--- config.mk ---
export PLATFORM = sky130hd
export DESIGN_NAME = multicycle_control_fsm
export DESIGN_NICKNAME = d
export VERILOG_FILES = /design/src/rtl/mips_ctrl_pkg.sv /design/src/rtl/mips_ctrl_decode.sv /design/src/rtl/multicycle_control_fsm.sv
export SDC_FILE = /design/constraint.sdc
export NUM_CORES = 1
export LEC_CHECK = 0
export ABC_AREA = 1
export CORE_MARGIN = 2
export CORE_UTILIZATION = 35
export DETAILED_ROUTE_END_ITERATION = 8
export PLACE_DENSITY = 0.69
export SLEW_MARGIN = 30
export SYNTH_ARGS = -nofsm -noshare
export SYNTH_HDL_FRONTEND = slang
export SYNTH_HIERARCHICAL = 1
export SYNTH_SLANG_ARGS = --single-unit
--- constraint.sdc ---
create_clock -name clk -period 1.2 [get_ports clk]
set_input_delay 0.24 -clock clk [delete_from_list [all_inputs] [get_ports clk]]
set_output_delay 0.24 -clock clk [all_outputs]
set_load 0.05 [all_outputs]
--- src/rtl/mips_ctrl_pkg.sv ---
// Shared encodings for the multicycle MIPS control path: opcodes, FSM states,
// datapath mux codes and the bundled control word.
package mips_ctrl_pkg;

    localparam int unsigned OP_W    = 6;
    localparam int unsigned STATE_W = 4;

    // Opcodes (Instr[31:26])
    localparam logic [OP_W-1:0] OpR    = 6'b000000;
    localparam logic [OP_W-1:0] OpLw   = 6'b100011;
    localparam logic [OP_W-1:0] OpSw   = 6'b101011;
    localparam logic [OP_W-1:0] OpBeq  = 6'b000100;
    localparam logic [OP_W-1:0] OpBne  = 6'b000101;
    localparam logic [OP_W-1:0] OpAddi = 6'b001000;
    localparam logic [OP_W-1:0] OpAndi = 6'b001100;
    localparam logic [OP_W-1:0] OpOri  = 6'b001101;
    localparam logic [OP_W-1:0] OpJ    = 6'b000010;

    // StReset must stay at zero so a cleared register lands in the quiet state
    typedef enum logic [STATE_W-1:0] {
        StReset  = 4'd0,
        StFetch  = 4'd1,
        StDecode = 4'd2,
        StMemAdr = 4'd3,
        StMemRd  = 4'd4,
        StMemWb  = 4'd5,
        StMemWr  = 4'd6,
        StExec   = 4'd7,
        StAluWb  = 4'd8,
        StIExec  = 4'd9,
        StIWb    = 4'd10,
        StBranch = 4'd11,
        StJump   = 4'd12
    } state_e;

    // ALU operation select
    localparam logic [1:0] AluOpAdd   = 2'b00;
    localparam logic [1:0] AluOpSub   = 2'b01;
    localparam logic [1:0] AluOpFunct = 2'b10;
    localparam logic [1:0] AluOpLogic = 2'b11;

    // ALU B-operand select
    localparam logic [1:0] SrcBReg    = 2'b00;
    localparam logic [1:0] SrcBFour   = 2'b01;
    localparam logic [1:0] SrcBImm    = 2'b10;
    localparam logic [1:0] SrcBImmSh2 = 2'b11;

    // PC source select
    localparam logic [1:0] PcSrcAlu    = 2'b00;
    localparam logic [1:0] PcSrcAluOut = 2'b01;
    localparam logic [1:0] PcSrcJump   = 2'b10;

    typedef struct packed {
        logic       mem_req;
        logic       mem_write;
        logic       ior_d;
        logic       ir_write;
        logic       reg_write;
        logic       reg_dst;
        logic       mem_to_reg;
        logic       alu_src_a;
        logic [1:0] alu_src_b;
        logic [1:0] alu_op;
        logic       zero_extend;
        logic [1:0] pc_src;
        logic       pc_en;
        logic       illegal_op;
    } ctrl_t;

endpackage

--- src/rtl/mips_ctrl_decode.sv ---
// Combinational control decode: current state (plus Op, Zero and MemReady where
// a state needs them) to the full datapath control word.
module mips_ctrl_decode
    import mips_ctrl_pkg::*;
(
    input  state_e          state_i,
    input  logic [OP_W-1:0] op_i,
    input  logic            zero_i,
    input  logic            mem_ready_i,
    output ctrl_t           ctrl_o
);

    // Every field defaults to 0 so each state only lists what it asserts
    always_comb begin
        ctrl_o = '0;
        unique case (state_i)
            StReset: ;
            StFetch: begin
                ctrl_o.mem_req   = 1'b1;
                ctrl_o.alu_src_b = SrcBFour;
                ctrl_o.alu_op    = AluOpAdd;
                ctrl_o.pc_src    = PcSrcAlu;
                // Write enables only fire once the fetch completes
                ctrl_o.ir_write  = mem_ready_i;
                ctrl_o.pc_en     = mem_ready_i;
            end
            StDecode: begin
                ctrl_o.alu_src_b  = SrcBImmSh2;
                ctrl_o.alu_op     = AluOpAdd;
                ctrl_o.illegal_op = !(op_i inside {OpR, OpLw, OpSw, OpBeq, OpBne,
                                                   OpAddi, OpAndi, OpOri, OpJ});
            end
            StMemAdr: begin
                ctrl_o.alu_src_a = 1'b1;
                ctrl_o.alu_src_b = SrcBImm;
                ctrl_o.alu_op    = AluOpAdd;
            end
            StMemRd: begin
                ctrl_o.mem_req = 1'b1;
                ctrl_o.ior_d   = 1'b1;
            end
            StMemWb: begin
                ctrl_o.reg_write  = 1'b1;
                ctrl_o.mem_to_reg = 1'b1;
            end
            StMemWr: begin
                ctrl_o.mem_req   = 1'b1;
                ctrl_o.mem_write = 1'b1;
                ctrl_o.ior_d     = 1'b1;
            end
            StExec: begin
                ctrl_o.alu_src_a = 1'b1;
                ctrl_o.alu_src_b = SrcBReg;
                ctrl_o.alu_op    = AluOpFunct;
            end
            StAluWb: begin
                ctrl_o.reg_write = 1'b1;
                ctrl_o.reg_dst   = 1'b1;
            end
            StIExec: begin
                ctrl_o.alu_src_a = 1'b1;
                ctrl_o.alu_src_b = SrcBImm;
                // ANDI/ORI take a zero-extended immediate; ADDI is sign-extended
                if (op_i == OpAndi || op_i == OpOri) begin
                    ctrl_o.alu_op      = AluOpLogic;
                    ctrl_o.zero_extend = 1'b1;
                end else begin
                    ctrl_o.alu_op = AluOpAdd;
                end
            end
            StIWb: begin
                ctrl_o.reg_write = 1'b1;
            end
            StBranch: begin
                ctrl_o.alu_src_a = 1'b1;
                ctrl_o.alu_src_b = SrcBReg;
                ctrl_o.alu_op    = AluOpSub;
                ctrl_o.pc_src    = PcSrcAluOut;
                ctrl_o.pc_en     = (op_i == OpBne) ? !zero_i : zero_i;
            end
            StJump: begin
                ctrl_o.pc_src = PcSrcJump;
                ctrl_o.pc_en  = 1'b1;
            end
            default: ;
        endcase
    end

endmodule

--- src/rtl/multicycle_control_fsm.sv ---
// Main control FSM for the multicycle MIPS core: state register and next-state
// logic here, output decode in mips_ctrl_decode.
module multicycle_control_fsm
    import mips_ctrl_pkg::*;
(
    input  logic            clk,
    input  logic            reset,
    input  logic [OP_W-1:0] Op,
    input  logic            Zero,
    input  logic            MemReady,
    output logic            MemReq,
    output logic            MemWrite,
    output logic            IorD,
    output logic            IRWrite,
    output logic            RegWrite,
    output logic            RegDst,
    output logic            MemtoReg,
    output logic            ALUSrcA,
    output logic [1:0]      ALUSrcB,
    output logic [1:0]      ALUOp,
    output logic            ZeroExtend,
    output logic [1:0]      PCSrc,
    output logic            PCEn,
    output logic            IllegalOp
);

    state_e state_q, state_d;
    ctrl_t  ctrl;

    // State register; reset overrides any pending transition, including mid-access
    always_ff @(posedge clk) begin
        if (reset) begin
            state_q <= StReset;
        end else begin
            state_q <= state_d;
        end
    end

    // Next-state sequencing; memory states hold until MemReady
    always_comb begin
        state_d = state_q;
        unique case (state_q)
            StReset:  state_d = StFetch;
            StFetch:  if (MemReady) state_d = StDecode;
            StDecode: begin
                case (Op)
                    OpLw, OpSw:             state_d = StMemAdr;
                    OpR:                    state_d = StExec;
                    OpAddi, OpAndi, OpOri:  state_d = StIExec;
                    OpBeq, OpBne:           state_d = StBranch;
                    OpJ:                    state_d = StJump;
                    default:                state_d = StFetch;
                endcase
            end
            StMemAdr: state_d = (Op == OpLw) ? StMemRd : StMemWr;
            StMemRd:  if (MemReady) state_d = StMemWb;
            StMemWb:  state_d = StFetch;
            StMemWr:  if (MemReady) state_d = StFetch;
            StExec:   state_d = StAluWb;
            StAluWb:  state_d = StFetch;
            StIExec:  state_d = StIWb;
            StIWb:    state_d = StFetch;
            StBranch: state_d = StFetch;
            StJump:   state_d = StFetch;
            default:  state_d = StReset;
        endcase
    end

    mips_ctrl_decode u_decode (
        .state_i     (state_q),
        .op_i        (Op),
        .zero_i      (Zero),
        .mem_ready_i (MemReady),
        .ctrl_o      (ctrl)
    );

    // Flatten the control word onto the datapath-facing ports
    always_comb begin
        MemReq     = ctrl.mem_req;
        MemWrite   = ctrl.mem_write;
        IorD       = ctrl.ior_d;
        IRWrite    = ctrl.ir_write;
        RegWrite   = ctrl.reg_write;
        RegDst     = ctrl.reg_dst;
        MemtoReg   = ctrl.mem_to_reg;
        ALUSrcA    = ctrl.alu_src_a;
        ALUSrcB    = ctrl.alu_src_b;
        ALUOp      = ctrl.alu_op;
        ZeroExtend = ctrl.zero_extend;
        PCSrc      = ctrl.pc_src;
        PCEn       = ctrl.pc_en;
        IllegalOp  = ctrl.illegal_op;
    end

endmodule

**Word level (Yosys, flattened, before mapping)**

Index checks and enable logic that the tools add are counted.

- Output and inout bits: 17
- Word-level logic and storage cells: 60
- Register bits after elaboration: 4

- Multiplexer cells: 21
- Reductions and logical operators: 15
- Equality and inequality tests: 23

Operators with widths:

| operator | count |
|---|---|
| one-hot mux 4 bit (8 select lines) | 1 |
| one-hot mux 4 bit (6 select lines) | 1 |
| equality test 4 bit (second input constant) | 5 |
| one-hot mux 4 bit (5 select lines) | 1 |
| equality test 6 x 4 -> 1 bit (second input constant) | 3 |
| equality test 4 x 3 -> 1 bit (second input constant) | 4 |
| equality test 6 x 3 -> 1 bit (second input constant) | 2 |
| equality test 6 bit (second input constant) | 2 |
| two-way mux 1 bit | 12 |
| two-way mux 4 bit | 3 |
| one-hot mux 3 bit (3 select lines) | 1 |
| nonzero test 9 bit | 1 |
| OR reduction 3 bit | 3 |
| equality test 4 x 2 -> 1 bit (second input constant) | 2 |
| equality test 6 x 2 -> 1 bit (second input constant) | 1 |
| zero test 6 bit | 1 |
| inequality test 2 bit (second input constant) | 3 |
| OR reduction 2 bit | 3 |
| OR reduction 6 bit | 1 |
| equality test 4 x 1 -> 1 bit (second input constant) | 1 |
| zero test 4 bit | 1 |
| two-way mux 2 bit | 2 |
| OR reduction 4 bit | 1 |
| AND reduction 3 bit | 1 |
| other kinds (2) | 3 |

**Logic depth before layout (Yosys ltp)**

Gate-level depths: netlist of the first run.

- Word-level depth: 4
- Depth in mapped cells: 9
- Gate-level depth less buffers: 9

**Modules after synthesis**

The synthesis of the first run kept the hierarchy.

Modules (own cells, without submodules):

| module | times used | cells each | area an instance (sq um) |
|---|---|---|---|
| multicycle_control_fsm | 1 | 67 | 414.1 |
| mips_ctrl_decode | 1 | 64 | 290.3 |

**Worst setup path before layout of the first run**

Ideal clock, no wire load.

- Path kind: reg2out
- Start point: register state_q[0]
- End point: output PCEn
- Stages on the path, launching flop included: 5
- Data required time: 0.960 ns
- Data arrival time: 1.860 ns
- Setup slack: -0.900 ns
- Path buffers: 0
- Cell sequence: dfxtp_1 nand2_1 nor2_1 nand3_1 nand2_1

- Word-level cells in the longest chain between the ends: 2
- Elaborated cells on any way between the ends: 4
- Classes of those cells: eq/ne: 3; mux: 1

Ends and longest elaborated chain:

| item | RTL line | RTL |
|---|---|---|
| from (decl) | multicycle_control_fsm.sv:27 | `state_e state_q, state_d;` |
| from (signal assigned) | multicycle_control_fsm.sv:33 | `state_q <= StReset;` |
| from (signal assigned) | multicycle_control_fsm.sv:35 | `state_q <= state_d;` |
| equality test 4 bit or equality test 4 x 1 -> 1 bit (tied branches) | mips_ctrl_decode.sv:16 | `unique case (state_i)` |
| one-hot mux 3 bit (3 select lines) (*) | mips_ctrl_decode.sv:16 |  |
| to (decl) | multicycle_control_fsm.sv:23 | `output logic PCEn,` |

Every way passes the cells marked *; elsewhere a longest branch is shown, timed or not.

**Worst setup path after layout of the first run**

- Start point: register state_q[2]
- End point: output ALUOp[0]

- Word-level cells in the longest chain between the ends: 2
- Elaborated cells on any way between the ends: 7
- Classes of those cells: eq/ne: 6; mux: 1

Ends and longest elaborated chain:

| item | RTL line | RTL |
|---|---|---|
| equality test 4 bit, or another cell as far along | mips_ctrl_decode.sv:16 |  |
| one-hot mux 4 bit (6 select lines) (*) | mips_ctrl_decode.sv:16 |  |
| to (decl) | multicycle_control_fsm.sv:20 | `output logic [1:0] ALUOp,` |

Marks and branches as above.

==> flow_summary.toml, run 1 <==
[yosys]
synth-adder-area-share_pct = 0
avgSynthCellArea_um2 = 5.38
synth-seq-cells = 4
synth_ff_type = "dfxtp_1"
syn_inst = 131
yosysWarnings = 6
synthTopCellsByCount = "nand2_1, inv_1, nor2_1"
synth_most_common_cell = "nand2_1"
synth-edff-count = 0
synthXorXnorAreaFrac_pct = 0
synth_area_um2 = 704
yosysUniqueCellTypes = 23
synth_top_family_by_area = "simple AND/OR/NAND/NOR gates"
syn-num-nets = 141
ys_top_cells_by_area = "nand2_1, inv_1, dfxtp_1"
synth_compound_area_share_pct = 17.9
yosysSeqAreaShare_pct = 11.4
synthSimpleGateAreaFrac_pct = 55.1
async_reset_ff_share_pct = 0
yosys.area.top_type_share_pct = 16.5
yosys.area.top_type = "nand2_1"
synthMuxAreaShare_pct = 0

[worst_setup_path]
worstSetupEndpointType = "output port"
criticalPathCategory = "reg -> out"
crit_path_start_kind = "register"
cp_max_fo = 4
worst_ep_arrival_time_ns = 1.39
cp.required_ns = 0.96

[placed_design]
gp_congestion = 0.851
dp_hpwl_um = 2090
placed_area_um2 = 1480
dp_cells = 212
port_buffers = 26
post-place-ws_ns = -0.536

[layout]
n_fill_cell = 56
drive_gt1_share_pct = 72.6
largest_reg_flops = 4
final_area_um2 = 1810
reg_top3 = "state_q (4)"
area_growth_pct = 156
seqCellArea_um2 = 95.1
num-nets-final = 209
top_register = "state_q"
final_cells = 224
fin_util_pct = 94.0
n_antenna_cell = 0
multiInputGateArea_um2 = 778

[pwr]
peakVddDrop_mv = 1.58
power_mw = 3.22
p_leak_nw = 0.776
p_per_area_nw_per_um2 = 1780

[sta]
final_max_slew_viol_count = 0
hold_ws_ns = 0.612
setup_viol = 21
period_share_pct = 136
rsz0062_at_grt = "true"
setup_ws_ns = -0.428
slew-limit-headroom_pct = 82.2
max_freq_ghz = 0.614
fin_worst_skew_ns = 0.00668
period_needed_ns = 1.63
hold_viol_final = 0
worst_slew_pin_slew_ns = 0.265
tns_ns = -6.55

[outcome]
violations = "negative setup slack"
outcome = "complete, but fails checks"

[clocking]
clk_path_buf_depth = 2
cts_tree = "done"
clk_latency_ns = 0.24
postCtsHoldBufs = 0
numCtsBuffers = 3
clock-sinks = 4
cts.clk_slew.worst_paths_ns = 0.04
htreeDepth = 1
cts-root-buf = "clkbuf_4"

[die]
dieArea_um2 = 2390
io_pins = 27
coreArea_um2 = 1920
die_y_um = 48.9
row_count = 16
start_util_pct = 36.7
die_w_um = 48.9

[route]
drc = 0
ant_nets = 0
drt_iter0_drc = 69
via_per_inst = 6.05
drt-pass1-iter-count = 5
totalWireLength_um = 4760
vias = 1355
routedWlPerCell_um = 21.2

[grt]
grt_pass1_vias = 1183
track_usage_pct = 28.2
use_met1_pct = 30.2
grt_max_degree = 8
grt-ovfl-total = 0
use_met3_pct = 2.15
grt_pass1_wl_um = 5320
antenna_found_initial = 0
grt_most_used_layer = "met2"
use_met2_pct = 55.5

[job]
maxCapViolCount = 0

[hold_path]
hold_class = "in -> reg"
==> metal layers <==
| metal | vias up | part of all wire (%) | wire, um |
|---|---|---|---|
| li1 | 545 | - | - |
| met1 | 623 | 33 | 1560 |
| met2 | 128 | 49 | 2320 |
| met3 | 59 | 7.6 | 362 |
| met4 | 0 | 11 | 515 |
| met5 | - | 0 | 0 |
==> final timing paths <==
path	startpoint	endpoint	slack (ns)	cells past startpoint
min	Op[3]	state_q[3]$_SDFFE_PP0P_	0.61	6
max reg2reg	state_q[1]$_SDFFE_PP0P_	state_q[1]$_SDFFE_PP0P_	-0.28	8
max	state_q[2]$_SDFFE_PP0P_	ALUOp[0]	-0.43	8
min reg2reg	state_q[0]$_SDFFE_PP0P_	state_q[0]$_SDFFE_PP0P_	0.70	3
==> report_power, final <==
group | switching [mW] | leakage [nW] | internal, mW
registers | 0.0967 | 0.0356 | 0.191
logic | 1.57 | 0.727 | 1.19
clock network | 0.0646 | 0.0138 | 0.113
==> cell type report <==
| type | instances | share of cell area [%] |
|---|---|---|
| Clock buffer | 3 | 1.25 |
| Inverter | 29 | 8.38 |
| Multi-Input combinational cell | 98 | 43.1 |
| Sequential cell | 4 | 5.26 |
| Tap cell | 27 | 1.87 |
| Timing Repair Buffer | 63 | 40.2 |
==> cells in the final DEF, fill, tap and decap left out, types with 3 or more instances in the layout <==
master | synthesis | routed
clkbuf_2 | 0 | 4
nor2_4 | 4 | 12
nand2_1 | 31 | 18
buf_6 | 0 | 12
nand3_1 | 7 | 6
o21ai_4 | 0 | 5
nor2_1 | 16 | 5
clkdlybuf4s50_1 | 0 | 3
nand2_4 | 0 | 5
nand2_2 | 5 | 12
clkbuf_4 | 0 | 3
nor2_2 | 3 | 6
inv_1 | 23 | 7
dfxtp_4 | 0 | 4
buf_4 | 0 | 25
inv_4 | 0 | 7
buf_12 | 0 | 16
a21oi_1 | 8 | 5
nand3_2 | 3 | 4
inv_2 | 5 | 12
==> logic make-up after synthesis <==
kind of cell    Yosys count
simple gates             77
buf+inv                  29
compound gates           21
flops                     4
==> worst max-delay path, cell delays in order, from the launching register on <==
cell and delay (ns):
dfxtp_4 0.37, inv_4 0.07, nand2_4 0.07, nor2_4 0.13, inv_2 0.07, nor2_4 0.13, inv_4 0.07, o21ai_4 0.07
buf_12 0.15
==> timing repair <==
item	in CTS	in global routing
setup buffers	5	6
gates resized for setup	52	48
pin swaps	15	20
setup endpoints to repair	21	21
No activity file was read; power rests on OpenSTA's default activity.
==> run 2, diff against run 1 <==
- GPL_TIMING_DRIVEN: default -> 0
==> flow_summary.toml, run 2 (synthesis results as in run 1) <==
[outcome]
outcome = "complete, but fails checks"
violations = "negative setup slack"

[grt]
antenna_found_initial = 0
grt_max_degree = 8
grt-ovfl-total = 0
track_usage_pct = 19.3
grt_pass1_vias = 932
grt_pass1_wl_um = 3770

[worst_setup_path]
cp.required_ns = 0.96
crit_path_start_kind = "register"
worst_ep_arrival_time_ns = 1.34
worstSetupEndpointType = "output port"
criticalPathCategory = "reg -> out"
cp_max_fo = 5

[sta]
fin_worst_skew_ns = 0.00609
period_needed_ns = 1.58
rsz0062_at_grt = "true"
period_share_pct = 132
setup_viol = 20
max_freq_ghz = 0.633
worst_slew_pin_slew_ns = 0.257
final_max_slew_viol_count = 0
slew-limit-headroom_pct = 82.9
hold_viol_final = 0
setup_ws_ns = -0.379
tns_ns = -4.52

[route]
vias = 972
met1_length_um = 1000
met3_length_um = 54
totalWireLength_um = 2360
drt_iter0_drc = 10
routedWlPerCell_um = 11.7
drt-pass1-iter-count = 4
routed-wl-met2_um = 1280
via_per_inst = 4.84
ant_nets = 0
maxUsedRoutingLayer = "met4"
drc = 0

[placed_design]
gp_congestion = 0.787
port_buffers = 26
post-place-ws_ns = -1.29
dp_hpwl_um = 1530
placed_area_um2 = 1110

[clocking]
cts.clk_slew.worst_paths_ns = 0.04
htreeDepth = 1
numCtsBuffers = 3
clk_latency_ns = 0.23
postCtsHoldBufs = 0
clk_path_buf_depth = 2
cts_tree = "done"
cts-root-buf = "clkbuf_4"
clock-sinks = 4

[layout]
final_cell_mix = "nand2_1, buf_6, inv_1, inv_2, nor2_4"
top_register = "state_q"
num-nets-final = 186
layout_commonest_cell = "nand2_1"
final_area_um2 = 1410
fin_util_pct = 73.1
n_antenna_cell = 0
largest_reg_flops = 4
drive_gt1_share_pct = 60.9
n_fill_cell = 163
area_growth_pct = 99.5
reg_top3 = "state_q (4)"

[die]
io_pins = 27
coreArea_um2 = 1920
row_count = 16
start_util_pct = 36.7
die_w_um = 48.9
dieArea_um2 = 2390
die_y_um = 48.9

[pwr]
power_mw = 2.53
combPwrFrac_pct = 81.8
clkPwrFrac_pct = 6.4
p_leak_nw = 0.649
switchingPower_mw = 1.39
p_per_area_nw_per_um2 = 1800
swShare_pct = 55.0
pwr-share-seq_pct = 11.8
p_int_mw = 1.14
peakVddDrop_mv = 1.73

[hold_path]
hold_class = "in -> reg"

[job]
maxCapViolCount = 0
## run 2: changes by cell type in the layout (fill, tap and decap cells not counted), moves of 3 or more
| cell | change |
|---|---|
| nand2_2 | -5 |
| nand2_1 | +4 |
| buf_4 | -17 |
| buf_6 | +7 |
| buf_8 | +3 |
| inv_4 | -5 |
| buf_12 | -16 |
| inv_1 | +6 |
| o21ai_4 | -3 |
## run 2: per-layer routing
layer	global-route usage, %	up-vias
met5	0	-
met4	5.71	0
met3	2.15	2
met2	37.2	19
met1	21.8	447
li1	-	504
## run 2: repair_timing
item                       4_1_cts  5_1_grt
gates resized for setup        162       23
setup buffers                   10        4
pin swaps                       16       13
setup endpoints to repair       21       21
## run 2: power by group through the flow
stage                     logic [mW]  registers (mW)  clock network (mW)
after floorplan                 1.03           0.299                   0
after global placement          1.36           0.331                   0
after detailed placement        1.37           0.329                   0
after CTS                       1.81           0.295               0.166
after global routing            2.20           0.308               0.179
final                           2.07           0.299               0.161
## run 2: final cells by class
class                   count  area, um2  area share [%]
clock buffers               3       22.5            1.60
inverters                  29        123            8.73
multi-input cells          98        719            51.2
well taps                  27       33.8            2.40
flip-flops and latches      4       95.1            6.77
repair buffers             40        412            29.3
## run 2: path summary, 6_finish.rpt
check                                              from                 endpoint  slack (ns)  cells after the start
worst min-delay path                           MemReady  state_q[1]$_SDFFE_PP0P_        0.48                      4
worst max register to register  state_q[0]$_SDFFE_PP0P_  state_q[2]$_SDFFE_PP0P_       -0.08                      9
worst min register to register  state_q[1]$_SDFFE_PP0P_  state_q[1]$_SDFFE_PP0P_        0.71                      3
worst max-delay path            state_q[1]$_SDFFE_PP0P_                 ALUOp[0]       -0.38                      8
## run 2: through the flow
| stage | cells | hold WS (ns) |
|---|---|---|
| finish | 201 | 0.484 |
| global route | 201 | 0.504 |
| CTS | 197 | 0.484 |
| detailed placement | 184 | 0.546 |
| global placement | 184 | 0.537 |
| floorplan | 131 | 0.299 |
## run 2: critical path, stage by stage (launching register included)
cell and delay (ns):
dfxtp_4 0.37, inv_4 0.07, nand2_4 0.07, nor2_4 0.11, inv_2 0.06, nor2_4 0.12, inv_2 0.07, o21ai_4 0.07
buf_8 0.16
